`src/rtl/conf_int_add_rr_sched.sv`:
```
// Round-robin scheduler sharing one external approximate adder among
// NUM_REQ requesters, with a per-requester approximation table.
//
// Ports:
//   clk, rst        clock, async active-high reset
//   req_valid/ready per-requester handshake (ready one-hot or zero)
//   req_a, req_b    flattened operands, requester k at [k*OP +: OP]
//   cfg_we/id/apx   config table write port (apx saturates to DP width)
//   add_a/b/apx     registered drive into the shared adder
//   add_d           adder result (combinational from add_*)
//   rsp_valid/ready response handshake, rsp_id/rsp_d held until taken
//   ops_done        wrapping count of accepted responses
module conf_int_add_rr_sched #(
  parameter int OP_BITWIDTH        = 32,
  parameter int DATA_PATH_BITWIDTH = 32,
  parameter int NUM_REQ            = 4,
  parameter int ID_W               = 2,
  parameter int APX_W              = 6
) (
  input  logic                              clk,
  input  logic                              rst,
  input  logic [NUM_REQ-1:0]                req_valid,
  output logic [NUM_REQ-1:0]                req_ready,
  input  logic [NUM_REQ*OP_BITWIDTH-1:0]    req_a,
  input  logic [NUM_REQ*OP_BITWIDTH-1:0]    req_b,
  input  logic                              cfg_we,
  input  logic [ID_W-1:0]                   cfg_id,
  input  logic [APX_W-1:0]                  cfg_apx,
  output logic [DATA_PATH_BITWIDTH-1:0]     add_a,
  output logic [DATA_PATH_BITWIDTH-1:0]     add_b,
  output logic [APX_W-1:0]                  add_apx,
  input  logic [DATA_PATH_BITWIDTH-1:0]     add_d,
  output logic                              rsp_valid,
  input  logic                              rsp_ready,
  output logic [ID_W-1:0]                   rsp_id,
  output logic [DATA_PATH_BITWIDTH-1:0]     rsp_d,
  output logic [15:0]                       ops_done
);

  typedef enum logic [1:0] {
    IDLE = 2'd0,
    EXEC = 2'd1,
    RESP = 2'd2
  } state_t;

  localparam logic [APX_W-1:0] APX_SAT =
    APX_W'(DATA_PATH_BITWIDTH);
  localparam logic [ID_W-1:0] LAST_RST =
    ID_W'(NUM_REQ - 1);

  state_t            state;
  logic [ID_W-1:0]   last_grant;
  logic [ID_W-1:0]   id_r;
  logic [APX_W-1:0]  cfg_table [NUM_REQ];

  logic              grant_eligible;
  logic              grant_found;
  logic              grant;
  logic [ID_W-1:0]   grant_id;
  logic [ID_W-1:0]   cand;
  int                base;
  logic [OP_BITWIDTH-1:0] sel_a;
  logic [OP_BITWIDTH-1:0] sel_b;
  logic [APX_W-1:0]  cfg_wdata;

  // A response slot frees up in the same cycle it is accepted, so a
  // new grant can overlap the accept and sustain one op per 2 cycles.
  assign grant_eligible = (state == IDLE) ||
                          ((state == RESP) && rsp_ready);

  // Rotating search starting just after the previous winner.
  always_comb begin
    grant_found = 1'b0;
    grant_id    = '0;
    cand        = '0;
    for (int i = 1; i <= NUM_REQ; i++) begin
      cand = ID_W'((int'(last_grant) + i) % NUM_REQ);
      if (!grant_found && req_valid[cand]) begin
        grant_found = 1'b1;
        grant_id    = cand;
      end
    end
  end

  assign grant = grant_eligible && grant_found;

  always_comb begin
    req_ready = '0;
    if (grant) req_ready[grant_id] = 1'b1;
  end

  always_comb begin
    base  = int'(grant_id) * OP_BITWIDTH;
    sel_a = req_a[base +: OP_BITWIDTH];
    sel_b = req_b[base +: OP_BITWIDTH];
  end

  // Approximating more LSBs than the datapath has is meaningless.
  assign cfg_wdata = (int'(cfg_apx) > DATA_PATH_BITWIDTH) ?
                     APX_SAT : cfg_apx;

  // The grant reads the pre-edge table value, so a write that
  // coincides with a grant to the same ID only affects later grants.
  always_ff @(posedge clk or posedge rst) begin
    if (rst) begin
      for (int k = 0; k < NUM_REQ; k++) cfg_table[k] <= '0;
    end else if (cfg_we && (int'(cfg_id) < NUM_REQ)) begin
      cfg_table[cfg_id] <= cfg_wdata;
    end
  end

  always_ff @(posedge clk or posedge rst) begin
    if (rst) begin
      state      <= IDLE;
      last_grant <= LAST_RST;
      id_r       <= '0;
      add_a      <= '0;
      add_b      <= '0;
      add_apx    <= '0;
      rsp_d      <= '0;
      rsp_id     <= '0;
      ops_done   <= '0;
    end else begin
      if ((state == RESP) && rsp_ready)
        ops_done <= ops_done + 16'd1;

      // Operand registers only move on a grant, so the adder inputs
      // stay put through EXEC and hold their value otherwise.
      if (grant) begin
        add_a      <= DATA_PATH_BITWIDTH'($signed(sel_a));
        add_b      <= DATA_PATH_BITWIDTH'($signed(sel_b));
        add_apx    <= cfg_table[grant_id];
        id_r       <= grant_id;
        last_grant <= grant_id;
      end

      unique case (state)
        IDLE: begin
          if (grant) state <= EXEC;
        end
        EXEC: begin
          rsp_d  <= add_d;
          rsp_id <= id_r;
          state  <= RESP;
        end
        RESP: begin
          if (rsp_ready) state <= grant ? EXEC : IDLE;
        end
        default: state <= IDLE;
      endcase
    end
  end

  assign rsp_valid = (state == RESP);

endmodule

```
`config.mk`:
```
export PLATFORM = sky130hd
export DESIGN_NAME = conf_int_add_rr_sched
export DESIGN_NICKNAME = d
export VERILOG_FILES = /design/src/rtl/conf_int_add_rr_sched.sv
export SDC_FILE = /design/constraint.sdc
export NUM_CORES = 1
export LEC_CHECK = 0
export ABC_AREA = 1
export CORE_MARGIN = 10
export CORE_UTILIZATION = 42
export DETAILED_ROUTE_END_ITERATION = 8
export GPL_TIMING_DRIVEN = 0
export PLACE_DENSITY_LB_ADDON = 0.15
export SYNTH_ARGS = -nofsm -noshare
export SYNTH_HDL_FRONTEND = slang
export SYNTH_SLANG_ARGS = --single-unit
```
`constraint.sdc`:
```
create_clock -name clk -period 5.4 [get_ports clk]
set_input_delay 0.54 -clock clk [delete_from_list [all_inputs] [get_ports clk]]
set_output_delay 0.54 -clock clk [all_outputs]
set_load 0.005 [all_outputs]
```
Yosys cells after proc, flatten, opt, wreduce, memory -nomap -nowiden
Index checks and enable logic that the tools add are counted.
- register bits: 150
- word-level logic and storage cells: 79
- reductions and logical operators: 13
- equal/unequal tests: 4
- $add $sub $neg: 5
- shifts and indexed selects: 2
- bitwise logic cells: 2
- order comparisons: 10
- multiplexer cells: 30
- operator list (cell ; number):
    128-bit by 8-bit variable part select with 32-bit output ; 2
    24-bit bitwise mux ; 1
    6-bit two-way mux ; 4
    16-bit by 1-bit adder with 16-bit output (second input constant) ; 1
    2-bit by 3-bit less-than comparator with 1-bit output (second input constant) ; 5
    6-bit binary-select mux with 2-bit select ; 1
    6-bit demux with 2-bit select ; 1
    2-bit two-way mux ; 6
    1-bit two-way mux ; 10
    1-bit binary-select mux with 2-bit select ; 4
    1-bit logical AND ; 7
    3-bit >= comparator (second input constant) ; 2
    6-bit > comparator (second input constant) ; 1
    2-bit inverter with 3-bit output ; 2
    2-bit case mux with 3 select lines ; 1
    2-bit by 1-bit adder with 2-bit output (second input constant) ; 2
    2-bit adder (second input constant) ; 2
    4-bit two-way mux ; 1
    1-bit logical NOT ; 3
    3-bit by 1-bit less-than comparator with 1-bit output (second input constant) ; 1
    1-bit demux with 2-bit select ; 1
    2-bit by 1-bit == test with 1-bit output (second input constant) ; 1
    2-bit == test (second input constant) ; 1
    2-bit by 1-bit >= comparator with 1-bit output (second input constant) ; 1
    other kinds (5) ; 5

Longest topological paths before layout
Gate-level depths: netlist (run 1).
- depth after elaboration: 18
- mapped depth: 18
- depth with buffers taken out: 16

Worst setup path after synthesis (run 1)
No wires, ideal clock.
- path kind: register -> output
- start point: register last_grant[0]
- end point: output port req_ready[1]
- path buffers: 2
- slack: 3.096 ns
- stages on the path, launching flop included: 15
- arrival: 1.764 ns
- path through: dfstp_2 inv_2 nand2_1 nand2_1 nand2_1 nand2_1 inv_2 nand2_1 nor2_2 nand2_4 nand2_4 buf_6 buf_6 nand2_1 nor2_1
- cells in the longest elaborated chain, start to end: 18
- elaborated cells on any way between the ends: 33
- classes of those cells: 4 x add/sub; 2 x order compare; 19 x mux; 8 x reduce/logical
- ends and longest elaborated chain (element ; line ; RTL):
    from (decl) ; 52 ; logic [ID_W-1:0] last_grant;
    from (signal assigned) ; 134 ; last_grant <= grant_id;
    2-bit by 1-bit adder with 2-bit output ; 77 ; cand = ID_W'((int'(last_grant) + i) % NUM_REQ);
    1-bit binary-select mux with 2-bit select ; 78 ; if (!grant_found && req_valid[cand]) begin
    1-bit two-way mux (not written as such) ; 78 ;
    1-bit two-way mux ; 78 ;
    1-bit logical NOT ; 78 ;
    1-bit logical AND ; 78 ;
    1-bit two-way mux ; 78 ;
    1-bit logical NOT ; 78 ;
    [... 2 more ...] ; n/a ;
    1-bit logical NOT ; 78 ;
    1-bit logical AND ; 78 ;
    2-bit two-way mux ; 78 ;
    2-bit by 3-bit less-than comparator with 1-bit output (not written as such) / 2-bit by 1-bit >= comparator with 1-bit output (equally long branches) ; 89 ; if (grant) req_ready[grant_id] = 1'b1;
    1-bit logical AND (not written as such) ; 89 ;
    1-bit two-way mux (not written as such) ; 89 ;
    1-bit demux with 2-bit select ; 89 ;
    4-bit two-way mux (*) ; 89 ;
    to (decl) ; 23 ; output logic [NUM_REQ-1:0] req_ready,
Mark *: on every way between the ends. The rest lies on a longest branch, timed or not. The select of a mux whose other input is x is not followed.

Final worst setup path (run 1)
- start point: register state[0]
- end point: output port req_ready[1]
- cells in the longest elaborated chain, start to end: 5
- elaborated cells on any way between the ends: 6
- classes of those cells: 1 x eq/ne; 1 x mux; 4 x reduce/logical
- ends and longest elaborated chain (element ; line ; RTL):
    from (decl) ; 51 ; state_t state;
    from (signal assigned) ; 147 ; if (rsp_ready) state <= grant ? EXEC : IDLE;
    2-bit == test ; 69 ; ((state == RESP) && rsp_ready);
    1-bit logical AND ; 69 ;
    1-bit logical OR (*) ; 68 ; assign grant_eligible = (state == IDLE) ||
    1-bit logical AND (*) ; 85 ; assign grant = grant_eligible && grant_found;
    4-bit two-way mux (*) ; 89 ;
Mark *: on every way between the ends. The rest lies on a longest branch, timed or not.

==> results.md, run 1 <==
* Cts-stage hold buffer count at 0
* Crit path capture type: primary output
* Vias per cell at 5.037
* Final period util at 72.12%
* Die ar. at 27180 sq um
* Setup bufs post-CTS at 0
* Worst R2R Setup Slack at 2850 ps
* Syn avg cell area at 6.724 sq um
* P_leak at 7.168 nW
* Initial core utilization at 43.15%
* WHS Endpoint: cfg_table[2]
* Vias in the first global route at 10140
* Placer Congestion at 0.9535
* Pwr/cell area at 681.6 nW/um^2
* Fill count at 1790
* Hold Crit Depth at 2
* Final setup viols at 0
* Drt total wl at 39.65 mm
* Slew headroom at 44.46%
* CTS tree: done
* Post-Synthesis Cells at 1311
* Die extent in y at 164.9 microns
* Port Buf Inserts at 427
* Share of layout cells above drive strength 1 at 6.889%
* Row count at 52
* Critical path type: reg -> out
* Largest net degree at the start of global routing at 78
* Overall Global Routing Usage at 28.07%
* Synth Warn # at 0
* Final nets at 2063
* Skew final at 11.75 ps
* Antenna Nets Post-Route at 0
* Hold_sp: cfg_table[2]
* Placed Area at 13460 sq um
* Synth unique cells at 26
* Final core occ at 68.89%
* Final Cell Area at 14070 sq um
* Post-route setup TNS at 0 ps
* CP Launch Type: register
* Htree depth at 4
* Reg-to-reg endpoint: add_a[31]
* Drt wl/cell at 19.39 microns
* Boundary Pins at 429
* Placed wire-length estimate at 31.59 mm
* Grt met1 use at 32.46%
* Die X at 164.9 microns
* Area Growth Syn to Fin at 59.66%
* Post-Syn Nets at 1616
* GRT met2 Usage at 49.38%
* Met3 Track Usage GR at 8.140%
* GRT Residual Overflow at 0
* RSZ-0062 raised after global routing: false
* Clock sink total at 150
* DR DRC count at 0
* Worst vdd ir at 0.3191 mV
* Hold Crit Class: reg -> reg
* Hold Vio Cnt, Final at 0
* Initial antenna violation count at 6
* FF+latch count, synth at 150
* DR iter-0 viols at 852
* Hold Slack at 474.9 ps
* R2r startpoint: last_grant[0]
* Clock buffer depth at 2
* Critical Path AT at 3350 ps
* Worst-path fanout max at 10
* Fin. max-slew vios at 0
* Fin crit period at 3895 ps
* F_max at 0.2568 GHz
* Gr busiest metal: met2
* DRT Pass-1 Iters at 9
* Post-CTS Resized at 0
* Max Cap Violations at 0
* Status: complete, no violations
* CTS Buf Count at 17
* Worst Path Required at 4860 ps
* Worst Max-Slew Pin Slew at 826.7 ps
* Root buf cell: clkbuf_16
* Via Count at 10300
* Sequential element share of the synthesized area at 42.61%
* Reg clk slew, reported paths at 70 ps
* Placeable Area at 20430 sq um
* First-pass GRT wire length at 58.80 mm
* Combined area of all synthesized cells at 8815 sq um
* Worst reg2reg path depth at 16
* Worst-skew pair later-pin latency at 440 ps
==> critical path, stage by stage, from the launching register on <==
cell and delay [ps]:
dfrtp_1 430, nor2_1 250, nand2_1 200, o21ai_0 200, nand2_1 370, inv_1 260
buf_2 260, nand2_1 170, nor2_1 190, clkdlybuf4s50_1 600
==> worst max-delay path by stage <==
stage                             start           end  slack [ps]  depth (start not counted)
after global placement              rst      add_a[1]       -1310                          2
after CTS                      state[0]  req_ready[2]        1510                          9
after floorplan                     rst      add_a[0]         830                          1
after detailed placement   req_valid[3]  req_ready[2]        1620                         13
after global routing      last_grant[0]  req_ready[2]        1310                         12
final                          state[0]  req_ready[1]        1510                          9
==> per-stage QoR <==
stage	std cells	setup WS [ps]	total power [mW]
after floorplan	1311	826.9	5.768
after global placement	2008	-1308	8.256
after detailed placement	2009	1620	8.362
after CTS	2041	1507	9.606
after global routing	2044	1315	10.43
final	2045	1505	9.593
==> cell usage after synthesis, drive strengths merged <==
cell type | n | share of area [%]
ha | 1 | 0.14
a21boi | 1 | 0.085
xnor2 | 8 | 0.79
clkbuf | 27 | 1.1
o21ai | 8 | 0.45
nor3 | 6 | 0.34
xor2 | 6 | 0.60
inv | 34 | 1.4
nand3 | 150 | 8.6
buf | 52 | 3.4
nor2 | 27 | 1.2
a22o | 4 | 0.40
dfrtp | 148 | 42
mux2 | 33 | 4.2
nand4 | 3 | 0.21
nand2 | 798 | 34
a21oi | 3 | 0.17
dfstp | 2 | 0.60
==> metal layers <==
metal  share of wire, %  up-vias
met3                8.9       66
li1                   -     4990
met1                 39     4797
met4                2.2        6
met5              0.086        -
met2                 50      441
==> placed cells by master (no fill, tap or decap), drive strengths merged <==
master and count:
xor2 6, clkinv 4, nor2 27, ha 1, clkinvlp 3, buf 53
a21oi 3, dfstp 2, a21boi 1, clkbuf 45, nand3 150, bufinv 1
inv 40, nor3 6, o21ai 8, a22o 4, clkdlybuf4s50 427, nand4 3
mux2 33, nand2 798, diode 4, dfrtp 148, xnor2 8
==> registers in the layout, indices dropped and copies added (netlist names), 6 cells and up <==
name,flops
add_a,32
rsp_d,32
cfg_table,24
ops_done,16
add_apx,6
add_b,32
==> cell families (layout without fill, tap and decap cells) <==
| logic type | count (synthesis) | after routing | share of synthesized area [%] |
|---|---|---|---|
| AND/OR/NAND/NOR | 984 | 984 | 44.51 |
| XOR/XNOR | 14 | 14 | 1.391 |
| buffers and inverters | 113 | 573 | 6.018 |
| AO/OA/AOI/OAI | 16 | 16 | 1.107 |
| flip-flops | 150 | 150 | 42.61 |
| other | 0 | 4 | 0 |
| adder cells (fa/ha/maj) | 1 | 1 | 0.1419 |
| multiplexers | 33 | 33 | 4.216 |
==> area by class of cell <==
class	count	area, sq um	area share (%)
inverter	34	132.6	0.9424
antenna	4	10.01	0.07112
clock inverter	14	165.2	1.174
buffer	79	402.9	2.863
multi-input combinational	1048	4528	32.17
tap	270	337.8	2.400
timing repair buffer	428	4302	30.57
clock buffer	18	439.2	3.121
sequential	150	3756	26.69
==> report_power, final <==
| group | leakage (nW) | total (mW) | internal [mW] | switching [mW] |
|---|---|---|---|---|
| clock | 0.287 | 1.21 | 0.670 | 0.542 |
| combinational | 5.02 | 6.54 | 2.54 | 4.00 |
| sequential | 1.86 | 1.84 | 1.60 | 0.244 |
No activity file was read; power rests on OpenSTA's default activity.
==> inputs of run 2 (changes only) <==
--- a/config.mk
+++ b/config.mk
@@ -7,7 +7,7 @@
 export LEC_CHECK = 0
 export ABC_AREA = 1
 export CORE_MARGIN = 10
-export CORE_UTILIZATION = 42
+export CORE_UTILIZATION = 37
 export DETAILED_ROUTE_END_ITERATION = 8
 export GPL_TIMING_DRIVEN = 0
 export PLACE_DENSITY_LB_ADDON = 0.15
==> constraint.sdc (replaced) <==
create_clock -name clk -period 3.1 [get_ports clk]
set_input_delay 0.31 -clock clk [delete_from_list [all_inputs] [get_ports clk]]
set_output_delay 0.31 -clock clk [all_outputs]
set_load 0.005 [all_outputs]
==> run 2 against run 1 <==
Total power up 77%; critical path depth up 6; utilization down 7.9 points.
==> results.md, run 2 (same netlist as run 1, synthesis figures left out) <==
* Final setup viols at 0 (unchanged)
* Largest net degree at the start of global routing at 40 (-49%)
* Overall Global Routing Usage at 25.03% (-3.0 points)
* Hold Crit Class: in -> async
* CTS tree: done
* Die ar. at 30400 sq um (+12%)
* Placeable Area at 23470 sq um (+15%)
* Skew final at 8.058 ps (-3.695 ps)
* Initial core utilization at 37.55% (-5.6 points)
* Root buf cell: clkbuf_16
* Final Cell Area at 14310 sq um (+1.7%)
* GRT Residual Overflow at 0 (unchanged)
* Crit-path cells: inv_4 > nand2_1 > nand2_2 > nand2_1 > nand2_2 > inv_2 > nand2_4 > nor2_4 > nand2_4 > nand2_8 > buf_12 > buf_6 > nand2_1 > nor2_1 > clkdlybuf4s15_1
* CTS Buf Count at 17 (unchanged)
* DR DRC count at 0 (unchanged)
* Drt total wl at 39.49 mm (-0.41%)
* Clock buffer depth at 2 (unchanged)
* Worst vdd ir at 0.7565 mV (+140%)
* Pwr Total at 17.00 mW (+77%)
* Share of layout cells above drive strength 1 at 8.249% (+1.4 points)
* Worst Path Required at 2790 ps (-2070 ps)
* DRT Pass-1 Iters at 5 (-4)
* Critical Path AT at 2700 ps (-650 ps)
* CP Launch Type: register
* Drt wl/cell at 18.78 microns (-3.1%)
* F_max at 0.3326 GHz
* First-pass GRT wire length at 59.90 mm (+1.9%)
* Most frequent cells in the layout: nand2_1 (784), clkdlybuf4s50_1 (423), nand3_1 (148), dfrtp_1 (148), mux2_2 (33)
* Pwr/cell area at 1188 nW/um^2 (+74%)
* Crit path capture type: primary output
* Placer Congestion at 0.8926 (-6.4%)
* Port Buf Inserts at 427 (unchanged)
* Most common cell after layout, fill and taps aside: nand2_1
* Clock sink total at 150 (unchanged)
* Antenna Nets Post-Route at 0 (unchanged)
* Die extent in y at 174.4 microns (+5.7%)
* Regs by FF count: add_a: 32 flops, add_b: 32 flops, rsp_d: 32 flops
* Fin. max-slew vios at 0 (unchanged)
* Initial antenna violation count at 2 (-4)
* Reg clk slew, reported paths at 70 ps (about the same)
* CP max stage cell: dfstp_2
* Slew headroom at 44.22% (-0.24 points)
* Status: complete, no violations
* Placed wire-length estimate at 31.10 mm (-1.5%)
* P_leak at 7.259 nW (+1.3%)
* Vias in the first global route at 10090 (-0.49%)
* Via Count at 10160 (-1.3%)
* Worst Max-Slew Pin Slew at 830.3 ps (+3.605 ps)
* Die X at 174.4 microns (+5.7%)
* Vias per cell at 4.835 (-4.0%)
* Placed Area at 13570 sq um (+0.84%)
* Final nets at 2074 (+0.53%)
* Critical path type: reg -> out
* CP peak stage delay at 560 ps (-40 ps)
* Max Cap Violations at 0 (unchanged)
* Worst-skew pair later-pin latency at 430 ps (about the same)
* DR iter-0 viols at 677 (-21%)
* Final period util at 96.99%
* Htree depth at 4 (unchanged)
* Boundary Pins at 429 (unchanged)
* Area Growth Syn to Fin at 62.36%
* Worst path most repeated cell: nand2_1
* Hold Vio Cnt, Final at 0 (unchanged)
* Row count at 56 (+7.7%)
* Worst-path fanout max at 10 (unchanged)
* Fin crit period at 3007 ps
run 2: metal layers:
metal	vias to the layer above	track usage, %	share of wire (%)
li1	5002	-	-
met1	4753	29.90	41
met2	379	44.65	51
met3	28	6.046	6.6
met4	2	4.916	1.1
met5	-	0	0.033
run 2: repair_timing:
action / CTS / global route
setup buffers: 5 / 3
hold buffers: 0 / 0
gates resized for setup: 17 / 29
pin swaps: 2 / 0
endpoints found under the setup margin: 4 / 4
gates cloned: 0 / 0
run 2: area by class of cell:
class | count | area (sq um)
Buffer | 79 | 455.4
Timing Repair Buffer | 439 | 4410
Tap cell | 319 | 399.1
Fill cell | 2221 | 9161
Antenna cell | 1 | 2.502
Inverter | 34 | 136.4
Multi-Input combinational cell | 1048 | 4609
Clock inverter | 14 | 112.6
Sequential cell | 150 | 3756
Clock buffer | 18 | 429.2
run 2: where the power goes:
part / leakage (nW) / switching [mW] / internal [mW]
registers: 1.86 / 0.417 / 2.78
clock network: 0.262 / 0.913 / 1.04
logic: 5.13 / 7.14 / 4.70
total: 7.26 / 8.47 / 8.53
run 2: worst paths after layout:
kind,from,to,slack [ps],depth (start not counted)
setup / recovery,last_grant[0],req_ready[1],90,15
hold / removal,rst,add_b[0],100,2
setup reg to reg,last_grant[0],add_b[4],440,16
hold reg to reg,state[1],state[1],470,1
max in group asynchronous,rst,add_b[23],1780,6
min in group clk,cfg_apx[5],cfg_table[5],380,3
run 2: through the flow:
step | setup TNS, ps | utilization (%) | cells | setup WS (ps) | hold slack (ps)
floorplan | 0 | - | 1311 | 902.7 | 440.0
global placement | -78720 | 57.48 | 2057 | -544.4 | 454.2
detailed placement | -625.9 | 57.82 | 2061 | -248.3 | 460.1
CTS | -68.78 | 60.49 | 2098 | -68.78 | 83.58
global route | -35.54 | 60.97 | 2102 | -35.54 | 86.53
finish | 0 | 60.97 | 2102 | 93.33 | 99.80
run 2: critical path: cells and delay by family (launching register included):
family                 cells  cell delay [ps]
DFF                        1              560
and+or+nand+nor           10              930
buffers and inverters      5              740
